$ cat src/rtl/fetch_npc_unit.sv
// F-stage PC register, next-PC selection and F/D pipeline register.
// Control flow resolves in D with one delay slot; a not-taken branch-likely squashes its slot.
module fetch_npc_unit #(
  parameter logic [31:0] RESET_PC  = 32'h0000_3000,
  parameter logic [31:0] NOP_INSTR = 32'h0000_0000
) (
  input  logic        clk,
  input  logic        reset,
  input  logic        Stall,
  input  logic [31:0] F_Instr,
  input  logic [2:0]  D_BrType,
  input  logic        D_Zero,
  input  logic [15:0] D_Imm16,
  input  logic [25:0] D_Imm26,
  input  logic [31:0] D_RsData,
  output logic [31:0] F_PC,
  output logic [31:0] D_Instr,
  output logic [31:0] D_PC,
  output logic [31:0] D_PC8,
  output logic        D_Nullified
);

  typedef enum logic [2:0] {
    BT_NONE = 3'd0,
    BT_BR   = 3'd1,
    BT_BRL  = 3'd2,
    BT_J    = 3'd3,
    BT_JR   = 3'd4
  } br_type_e;

  logic [31:0] f_pc_q, f_pc_d;
  logic [31:0] d_instr_q, d_instr_d;
  logic [31:0] d_pc_q, d_pc_d;
  logic        d_null_q, d_null_d;

  logic [31:0] br_target, j_target, seq_pc;

  assign seq_pc    = f_pc_q + 32'd4;
  assign br_target = d_pc_q + 32'd4 + {{14{D_Imm16[15]}}, D_Imm16, 2'b00};
  // Region bits come from the jump itself, not from its delay slot.
  assign j_target  = {d_pc_q[31:28], D_Imm26, 2'b00};

  always_comb begin
    f_pc_d    = f_pc_q;
    d_instr_d = d_instr_q;
    d_pc_d    = d_pc_q;
    d_null_d  = d_null_q;
    if (!Stall) begin
      f_pc_d    = seq_pc;
      d_instr_d = F_Instr;
      d_pc_d    = f_pc_q;
      d_null_d  = 1'b0;
      case (D_BrType)
        BT_BR:  if (D_Zero) f_pc_d = br_target;
        BT_BRL: begin
          if (D_Zero) begin
            f_pc_d = br_target;
          end else begin
            d_instr_d = NOP_INSTR;
            d_null_d  = 1'b1;
          end
        end
        BT_J:    f_pc_d = j_target;
        BT_JR:   f_pc_d = D_RsData;
        default: ;
      endcase
    end
  end

  always_ff @(posedge clk) begin
    if (reset) begin
      f_pc_q    <= RESET_PC;
      d_instr_q <= NOP_INSTR;
      d_pc_q    <= 32'd0;
      d_null_q  <= 1'b0;
    end else begin
      f_pc_q    <= f_pc_d;
      d_instr_q <= d_instr_d;
      d_pc_q    <= d_pc_d;
      d_null_q  <= d_null_d;
    end
  end

  assign F_PC        = f_pc_q;
  assign D_Instr     = d_instr_q;
  assign D_PC        = d_pc_q;
  assign D_PC8       = d_pc_q + 32'd8;
  assign D_Nullified = d_null_q;

endmodule

$ cat config.mk
export PLATFORM = sky130hd
export DESIGN_NAME = fetch_npc_unit
export DESIGN_NICKNAME = d
export VERILOG_FILES = /design/src/rtl/fetch_npc_unit.sv
export SDC_FILE = /design/constraint.sdc
export NUM_CORES = 1
export LEC_CHECK = 0
export BUFFER_PORTS_ARGS = -buffer_cell sky130_fd_sc_hd__buf_2
export CAP_MARGIN = 30
export CORE_MARGIN = 3
export CORE_UTILIZATION = 45
export DETAILED_ROUTE_END_ITERATION = 16
export MAX_ROUTING_LAYER = met4
export PLACE_DENSITY_LB_ADDON = 0.3
export SLEW_MARGIN = 40
export SYNTH_ARGS = -nofsm -noshare
export SYNTH_HDL_FRONTEND = slang
export SYNTH_SLANG_ARGS = --single-unit
$ cat constraint.sdc
create_clock -name clk -period 9.1 [get_ports clk]
set_input_delay 2.73 -clock clk [delete_from_list [all_inputs] [get_ports clk]]
set_output_delay 2.73 -clock clk [all_outputs]
set_load 0.02 [all_outputs]
==> results of run 1 <==
final cells by class:
type	instances	area, um2
Antenna cell	1	2.502
Clock buffer	10	229.0
Clock inverter	6	52.55
Fill cell	1453	6676
Inverter	17	63.81
Multi-Input combinational cell	713	4891
Sequential cell	97	1942
Tap cell	211	264.0
Timing Repair Buffer	246	1250
sequential cells by signal, summed over array words and instances, names as in the netlist:
register	count
F_PC	32
D_PC	32
D_Nullified	1
D_Instr	32
worst max-delay path by stage:
stage	startpoint	endpoint	cells past startpoint	slack, ns
2_1_floorplan	D_Imm16[1]	F_PC[25]$_SDFFE_PP0N_	11	4.00
3_3_place_gp	D_Imm16[1]	F_PC[31]$_SDFFE_PP0N_	12	3.69
3_5_place_dp	D_Imm16[1]	F_PC[31]$_SDFFE_PP0N_	12	3.67
4_1_cts	D_PC[4]$_SDFFE_PP0N_	D_PC8[31]	7	3.76
5_1_grt	D_PC[10]$_SDFFE_PP0N_	D_PC8[31]	8	3.54
6_report	D_PC[4]$_SDFFE_PP0N_	D_PC8[31]	7	3.78
worst max-delay path: cells and delay by family, from the launching register on:
family	cells	cell delay [ns]
DFF	1	0.46
adders and majority gates	1	0.25
and+or+nand+nor	4	1.19
buffers and inverters	1	0.18
xor gates and xnor gates	1	0.16
power groups by stage:
stage	Clock (mW)	Sequential (mW)	Combinational, mW
6_report	0.374	0.489	0.323
3_5_place_dp	0	0.498	0.322
5_1_grt	0.401	0.494	0.355
3_3_place_gp	0	0.497	0.317
4_1_cts	0.382	0.488	0.323
2_1_floorplan	0	0.520	0.191
metal layers:
layer,part of all wire (%),track usage (%)
met5,0,-
met4,1.4,6.534
met3,7.5,5.153
met2,46,40.88
met1,45,34.27
kinds of logic (layout without fill, tap and decap cells):
kind of cell,after synthesis,count (layout),share of synthesized area (%)
mux,37,37,5.271
buf+inv,74,279,4.553
other cells,0,1,0
simple gates,294,294,19.14
fa+ha+maj,61,61,10.75
xor+xnor,72,72,8.827
compound gates,249,249,24.27
flops,97,97,27.18
layout by cell type (no fill, tap or decap), types with 3 or more instances in the layout:
cell type / synthesis / layout
o211ai_1: 4 / 4
and3_1: 20 / 20
o221ai_1: 4 / 4
a21oi_2: 2 / 3
nor2_1: 127 / 127
a22oi_1: 37 / 37
inv_1: 17 / 16
nand2_1: 65 / 64
nand2b_1: 6 / 6
a21oi_1: 64 / 63
o21bai_1: 7 / 7
nand3_1: 22 / 22
nand4_1: 12 / 12
a221o_1: 3 / 3
and4_1: 4 / 4
nor3_2: 4 / 3
o21a_1: 4 / 4
buf_4: 4 / 5
o21ai_1: 9 / 9
nor3_1: 16 / 16
dfxtp_1: 97 / 97
a21o_1: 10 / 10
a211oi_2: 3 / 3
o21ai_0: 34 / 34
mux2i_1: 35 / 35
ha_1: 59 / 59
a221oi_1: 25 / 25
xor2_1: 28 / 28
clkbuf_16: 0 / 9
xnor2_1: 44 / 44
a211oi_1: 9 / 9
a31oi_1: 7 / 7
o31ai_1: 4 / 4
and2_1: 4 / 3
buf_2: 14 / 240
metrics by stage:
step / worst slack [ns] / hold WS, ns / std cells / util [%] / power [mW]
after floorplan: 4.004 / 0.5474 / 884 / - / 0.7115
after global routing: 3.535 / 0.5170 / 1301 / 56.56 / 1.249
after detailed placement: 3.668 / 0.4690 / 1284 / 54.70 / 0.8191
after global placement: 3.689 / 0.4594 / 1284 / 54.67 / 0.8142
after CTS: 3.758 / 0.4837 / 1300 / 56.53 / 1.193
final: 3.776 / 0.4830 / 1301 / 56.56 / 1.186
==> run_results.csv, run 1 <==
group,metric,value,unit
critical_path,path_cells,"ha_1 > nand3_1 > nor3_2 > nand3_1 > nor2_1 > xor2_1 > buf_2",
placed_design,place_area,8408,um2
die,start_util,46.48,%
critical_path,critPathCaptureType,"primary output",
cts,cts_made_buffers,9,
run,drv_cap,0,
cts,clockRootBuffer,"clkbuf_16",
placed_design,gp_congestion,0.9126,
cts,cts-htree-levels,3,
cts,hold_buffers,0,
die,num_io_pins,242,
global_routing,grt_pass1_wl,36430,um
routing,drtAntennaViolNets,0,
power,comb_power_share,27.3,%
critical_path,r2r_slack,6.04,ns
placed_design,numPortBuffers,241,
worst_hold_path,hold_class,"reg2reg",
yosys,ys_types,71,
critical_path,crit_path_max_incr_delay,0.53,ns
sta,setup_violations,0,
cells_and_area,design_area,8695,um2
routing,remaining_drc_errors,0,
global_routing,track_usage,25.94,%
critical_path,cp.arrival,2.59,ns
die,die_w,132,um
sta,worst_clock_skew,0.006737,ns
power,switching_share,35.19,%
critical_path,critPathMostFrequentCell,"nand3_1",
sta,finalCriticalPeriod,5.324,ns
cts,cts_num_sinks,97,
yosys,syn_inst,884,
power,p_clk_share,31.5,%
power,p_per_area,136.4,nW/um2
power,seqPwrFrac,41.2,%
cells_and_area,layout-drive-gt1-share,27.00,%
critical_path,r2r-start,"D_PC[3]$_SDFFE_PP0N_",
outcome,status,"finished, final reports clean",
routing,wl_per_cell,17.33,um
routing,drtIter0Drc,508,
worst_hold_path,holdPathEnd,"D_Nullified$_SDFFE_PP0N_",
yosys,seq_area_frac_synth,27.18,%
yosys,synth.largest_area_cell,"dfxtp_1",
power,netSwitchingPower,417.3,uW
global_routing,grt-ovfl-total,0,
sta,tightest_slew,0.7149,ns
yosys,synth_edf_count,0,
cts,post_cts_buffers,0,
cts,path_clk_slew,0.07,ns
cells_and_area,fin_nets,1257,
sta,setup-tns-final,0,ns
global_routing,antenna_found_initial,1,
critical_path,critPathMaxFanout,6,
global_routing,grt_max_degree,87,
yosys,yosys-top-cells-count,"nor2_1 (127), dfxtp_1 (97), nand2_1 (65), a21oi_1 (64), ha_1 (59)",
critical_path,cp-start-kind,"flip-flop",
power,cellLeakagePower,4.171,nW
routing,via_per_inst,5.700,
die,die_area,17420,um2
critical_path,r2r-end,"F_PC[31]$_SDFFE_PP0N_",
cells_and_area,syn_to_final_growth,21.70,%
sta,min_period_over_period,58.51,%
global_routing,first_global_vias,7074,
power,p_int,768.5,uW
sta,slew_viol_final,0,
die,num_rows,45,
critical_path,reg2regPathDepth,11,
yosys,synth_top_area_share,27.18,%
placed_design,dp_hpwl,16770,um
sta,max_slew_margin,52.34,%
yosys,synth_area_leaders,"dfxtp_1 (27%), ha_1 (10%), nor2_1 (6.7%)",
cts,post_cts_resized,0,
sta,clock.fmax,0.1878,GHz
die,dieHeight,132,um
routing,via_count,7416,
worst_hold_path,hold_depth,2,
yosys,synth-seq-cells,97,
yosys,avgSynthCellArea,8.082,um2
yosys,yosys_warnings,0,
routing,wl,22550,um
power,ir_drop,98.66,uV
worst_hold_path,hold_start,"D_Nullified$_SDFFE_PP0N_",
critical_path,worstPathRequired,6.37,ns
yosys,syn-num-nets,1057,
sta,rsz0062_at_grt,"false",
cts,clk_latency,0.35,ns
yosys,syn_area,7144,um2
cts,tritoncts,"built",
routing,firstDrtPassIters,5,
critical_path,critPathSlowestCell,"nor3_2",
critical_path,crit_type,"reg2out",
yosys,synth_most_common_cell,"nor2_1",
yosys,ys.flop_type,"dfxtp_1",
yosys,async_flop_share,0,%
die,core,15370,um2
sta,hold_viol,0,
cts,clk_path_buf_depth,2,
Note: power is estimated with default switching activity, not from simulation.
==> run 2, diff against run 1 <==
==> constraint.sdc (replaced) <==
create_clock -name clk -period 4.9 [get_ports clk]
set_input_delay 1.47 -clock clk [delete_from_list [all_inputs] [get_ports clk]]
set_output_delay 1.47 -clock clk [all_outputs]
set_load 0.02 [all_outputs]
==> run_results.csv, run 2 (synthesis gave the netlist of run 1 again) <==
group,metric,value,unit
outcome,status,"finished, final reports clean",
die,num_io_pins,242,
cts,clk_path_buf_depth,2,
sta,setup_violations,0,
critical_path,critPathCaptureType,"primary output",
cells_and_area,syn_to_final_growth,22.14,%
global_routing,antenna_found_initial,1,
global_routing,track_usage,25.54,%
die,start_util,46.48,%
cts,post_cts_buffers,0,
run,drv_cap,0,
die,core,15370,um2
die,die_w,132,um
cts,post_cts_resized,0,
placed_design,dp_hpwl,16950,um
critical_path,cp-start-kind,"flip-flop",
cts,clockRootBuffer,"clkbuf_16",
routing,wl,22590,um
cts,tritoncts,"built",
global_routing,first_global_vias,6896,
cells_and_area,layout-drive-gt1-share,26.97,%
routing,via_count,7338,
global_routing,grt_pass1_wl,35850,um
placed_design,dp_slack,0.7580,ns
critical_path,worstPathRequired,3.43,ns
critical_path,crit_type,"reg2out",
routing,remaining_drc_errors,0,
sta,slew_viol_final,0,
sta,finalCriticalPeriod,4.116,ns
cts,path_clk_slew,0.07,ns
die,dieHeight,132,um
power,cellLeakagePower,4.196,nW
routing,drtAntennaViolNets,0,
cells_and_area,layout_common_cells,"buf_2 (240), nor2_1 (127), dfxtp_1 (97), nand2_1 (64), a21oi_1 (63)",
sta,tightest_slew,0.7375,ns
sta,rsz0062_at_grt,"false",
routing,wl_per_cell,17.35,um
cells_and_area,final_common_cell,"buf_2",
placed_design,gp_congestion,0.8979,
global_routing,grt_max_degree,63,
cts,hold_buffers,0,
cts,cts_num_sinks,97,
worst_hold_path,hold_class,"reg2reg",
routing,firstDrtPassIters,5,
placed_design,numPortBuffers,241,
cts,cts-htree-levels,3,
cts,cts_made_buffers,9,
critical_path,cp.arrival,2.65,ns
sta,min_period_over_period,84.00,%
cts,clk_latency,0.36,ns
sta,setup-tns-final,0,ns
critical_path,critPathMaxFanout,7,
cells_and_area,fin_nets,1258,
sta,setup_slack,0.7842,ns
sta,worst_clock_skew,0.009574,ns
sta,max_slew_margin,50.84,%
die,die_area,17420,um2
sta,clock.fmax,0.2430,GHz
power,p_per_area,260.7,nW/um2
sta,hold_viol,0,
cells_and_area,nFillCells,1442,
routing,drtIter0Drc,552,
power,ir_drop,196.0,uV
global_routing,grt-ovfl-total,0,
die,num_rows,45,
routing,via_per_inst,5.636,
[run 2: cell count changes in the layout (fill, tap and decap cells not counted), sizes merged]
cell and delta:
inv +2, clkinv -1, clkinvlp -2, buf +1, bufinv +1
[run 2: stage by stage]
step                      instance area [um2]  std cells  power (mW)  hold slack (ns)  utilization [%]
after global routing                     8726       1302       2.379           0.5254            56.77
final                                    8726       1302       2.274           0.4829            56.77
after floorplan                          7144        884       1.321           0.5474                -
after global placement                   8411       1285       1.513           0.4620            54.72
after detailed placement                 8411       1285       1.520           0.4700            54.72
after CTS                                8721       1301       2.283           0.4867            56.74
[run 2: critical path: stages (launching register included)]
cell and delay [ns]:
dfxtp_1 0.44, and3_1 0.24, and3_1 0.25, nand4_1 0.21
nor3_2 0.44, nand3_1 0.22, nor2_1 0.15, xor2_1 0.15
buf_2 0.18
[run 2: layout make-up]
class	instances	area, um2	share of cell area [%]
well taps	211	264.0	3.026
diodes	1	2.502	0.02868
clock inverters	6	81.33	0.9320
inverters	17	63.81	0.7313
repair buffers	247	1254	14.37
multi-input cells	713	4890	56.04
flip-flops and latches	97	1942	22.25
clock buffers	10	229.0	2.624
[run 2: worst paths after layout]
kind	from	slack, ns	depth (start not counted)	end
worst min-delay path	D_Nullified$_SDFFE_PP0N_	0.48	2	D_Nullified$_SDFFE_PP0N_
worst max register to register	D_PC[3]$_SDFFE_PP0N_	1.84	11	F_PC[31]$_SDFFE_PP0N_
worst max-delay path	D_PC[10]$_SDFFE_PP0N_	0.78	8	D_PC8[31]
worst min register to register	D_Nullified$_SDFFE_PP0N_	0.48	2	D_Nullified$_SDFFE_PP0N_
[run 2: layer usage]
| layer | wire (um) | GRT usage (%) | up-vias |
|---|---|---|---|
| li1 | - | - | 3620 |
| met1 | 10120 | 33.27 | 3410 |
| met2 | 10500 | 40.68 | 278 |
| met3 | 1571 | 4.847 | 30 |
| met4 | 401 | 7.060 | 0 |
| met5 | 0 | - | - |
[run 2: where the power goes]
part           switching, mW  internal, mW  total [mW]
clock network          0.357         0.411       0.768
registers             0.0710         0.837       0.908
logic                  0.361         0.238       0.599
total                  0.789          1.49        2.27
==> run 3, diff against run 2 <==
==> constraint.sdc (replaced) <==
create_clock -name clk -period 3.7 [get_ports clk]
set_input_delay 1.11 -clock clk [delete_from_list [all_inputs] [get_ports clk]]
set_output_delay 1.11 -clock clk [all_outputs]
set_load 0.02 [all_outputs]
==> run_results.csv, run 3 (synthesis gave the netlist of run 1 again) <==
group,metric,value,unit
sta,clock.fmax,0.2832,GHz
routing,via_count,7520,
critical_path,path_cells,"and3_1 > and3_1 > nand4_1 > buf_4 > nor3_4 > nand3_1 > nor2_1 > xor2_1 > buf_2",
placed_design,dp_slack,-0.03327,ns
cts,cts-htree-levels,3,
placed_design,numPortBuffers,241,
cells_and_area,design_area,8989,um2
worst_hold_path,hold_class,"reg2reg",
cts,clockRootBuffer,"clkbuf_16",
global_routing,grt_max_degree,55,
die,die_w,132,um
global_routing,track_usage,26.30,%
power,ir_drop,241.3,uV
cells_and_area,layout_common_cells,"buf_2 (240), nor2_1 (126), dfxtp_1 (95), nand2_1 (64), a21oi_1 (63)",
power,p_total,2.999,mW
critical_path,worstPathRequired,2.59,ns
cts,path_clk_slew,0.08,ns
critical_path,critPathSlowestCell,"dfxtp_2",
sta,rsz0062_at_grt,"false",
routing,remaining_drc_errors,0,
placed_design,gp_congestion,0.9180,
global_routing,antenna_found_initial,0,
outcome,status,"finished, final reports clean",
sta,slew_viol_final,0,
routing,wl,22920,um
global_routing,grt_pass1_wl,36640,um
sta,max_slew_margin,51.91,%
cells_and_area,fin_nets,1292,
power,cellLeakagePower,4.375,nW
power,comb_power_share,27.7,%
global_routing,first_global_vias,7118,
critical_path,cp.arrival,2.42,ns
die,num_rows,45,
critical_path,critPathMaxFanout,6,
cts,hold_buffers,0,
sta,tightest_slew,0.7214,ns
routing,drtAntennaViolNets,0,
critical_path,critPathMostFrequentCell,"and3_1",
run,drv_cap,0,
cells_and_area,nFillCells,1447,
sta,finalCriticalPeriod,3.531,ns
sta,worst_clock_skew,0.01324,ns
critical_path,critPathCaptureType,"primary output",
routing,drtIter0Drc,483,
cells_and_area,syn_to_final_growth,25.81,%
die,start_util,46.48,%
power,switching_share,35.51,%
placed_design,dp_hpwl,17770,um
routing,via_per_inst,5.633,
die,num_io_pins,242,
routing,wl_per_cell,17.17,um
critical_path,crit_type,"reg2out",
placed_design,place_area,8658,um2
power,seqPwrFrac,40.0,%
critical_path,crit_path_max_incr_delay,0.38,ns
sta,hold_viol,0,
die,core,15370,um2
cts,cts_num_sinks,97,
power,p_per_area,333.7,nW/um2
cells_and_area,diodes,0,
routing,firstDrtPassIters,5,
cts,cts_made_buffers,9,
power,netSwitchingPower,1.065,mW
critical_path,cp-start-kind,"flip-flop",
power,p_clk_share,32.4,%
placed_design,dpl.cell_count,1318,
sta,setup_violations,0,
critical_path,crit_family,"simple AND/OR/NAND/NOR gates",
cells_and_area,final_cell_count_no_fill,1335,
sta,setup-tns-final,0,ns
die,dieHeight,132,um
power,p_int,1.934,mW
cells_and_area,final_common_cell,"buf_2",
cts,tritoncts,"built",
global_routing,grt-ovfl-total,0,
critical_path,critPathBufInv,2,
die,die_area,17420,um2
cts,clk_path_buf_depth,2,
sta,min_period_over_period,95.43,%
cells_and_area,layout-drive-gt1-share,29.45,%
sta,setup_slack,0.1692,ns
cts,clk_latency,0.36,ns
[run 3: worst paths after layout]
check,start,depth (start not counted),slack (ns),to
setup / recovery,D_PC[11]$_SDFFE_PP0N_,9,0.17,D_PC8[31]
hold / removal,D_Nullified$_SDFFE_PP0N_,2,0.49,D_Nullified$_SDFFE_PP0N_
setup reg to reg,D_PC[3]$_SDFFE_PP0N_,11,0.70,F_PC[31]$_SDFFE_PP0N_
hold reg to reg,D_Nullified$_SDFFE_PP0N_,2,0.49,D_Nullified$_SDFFE_PP0N_
[run 3: what timing repair did]
item / CTS / global route
gates resized for setup: 0 / 5
setup buffers: 0 / 1
setup endpoints to repair: 0 / 4
[run 3: metrics by stage]
stage | hold slack (ns) | util (%)
global route | 0.5438 | 58.48
CTS | 0.4925 | 58.31
global placement | 0.4628 | 56.33
finish | 0.4878 | 58.48
detailed placement | 0.4771 | 56.33
floorplan | 0.5474 | -
[run 3: power groups by stage]
stage / Sequential (mW) / Clock, mW / Combinational [mW]
after floorplan: 1.28 / 0 / 0.471
after global placement: 1.22 / 0 / 0.816
after detailed placement: 1.22 / 0 / 0.826
after CTS: 1.20 / 0.996 / 0.829
after global routing: 1.21 / 1.04 / 0.915
final: 1.20 / 0.971 / 0.830
[run 3: layout make-up]
type | count | area [um2] | area share (%)
Clock buffer | 9 | 225.2 | 2.506
Clock inverter | 7 | 78.83 | 0.8769
Inverter | 17 | 63.81 | 0.7099
Multi-Input combinational cell | 713 | 4903 | 54.55
Sequential cell | 97 | 1944 | 21.63
Tap cell | 211 | 264.0 | 2.937
Timing Repair Buffer | 281 | 1509 | 16.79
[run 3: layer usage]
metal / GRT usage [%] / vias up / wire length [um]
met2: 41.53 / 312 / 10520
li1: - / 3692 / -
met5: - / - / 0
met1: 34.06 / 3483 / 10210
met4: 8.051 / 0 / 531
met3: 5.229 / 33 / 1653
[run 3: worst reg2reg max path, delay by kind of cell (launching register included)]
family / cells / cell delay, ns
simple gates: 1 / 0.08
fa+ha+maj: 3 / 0.94
compound gates: 7 / 1.41
flops: 1 / 0.45
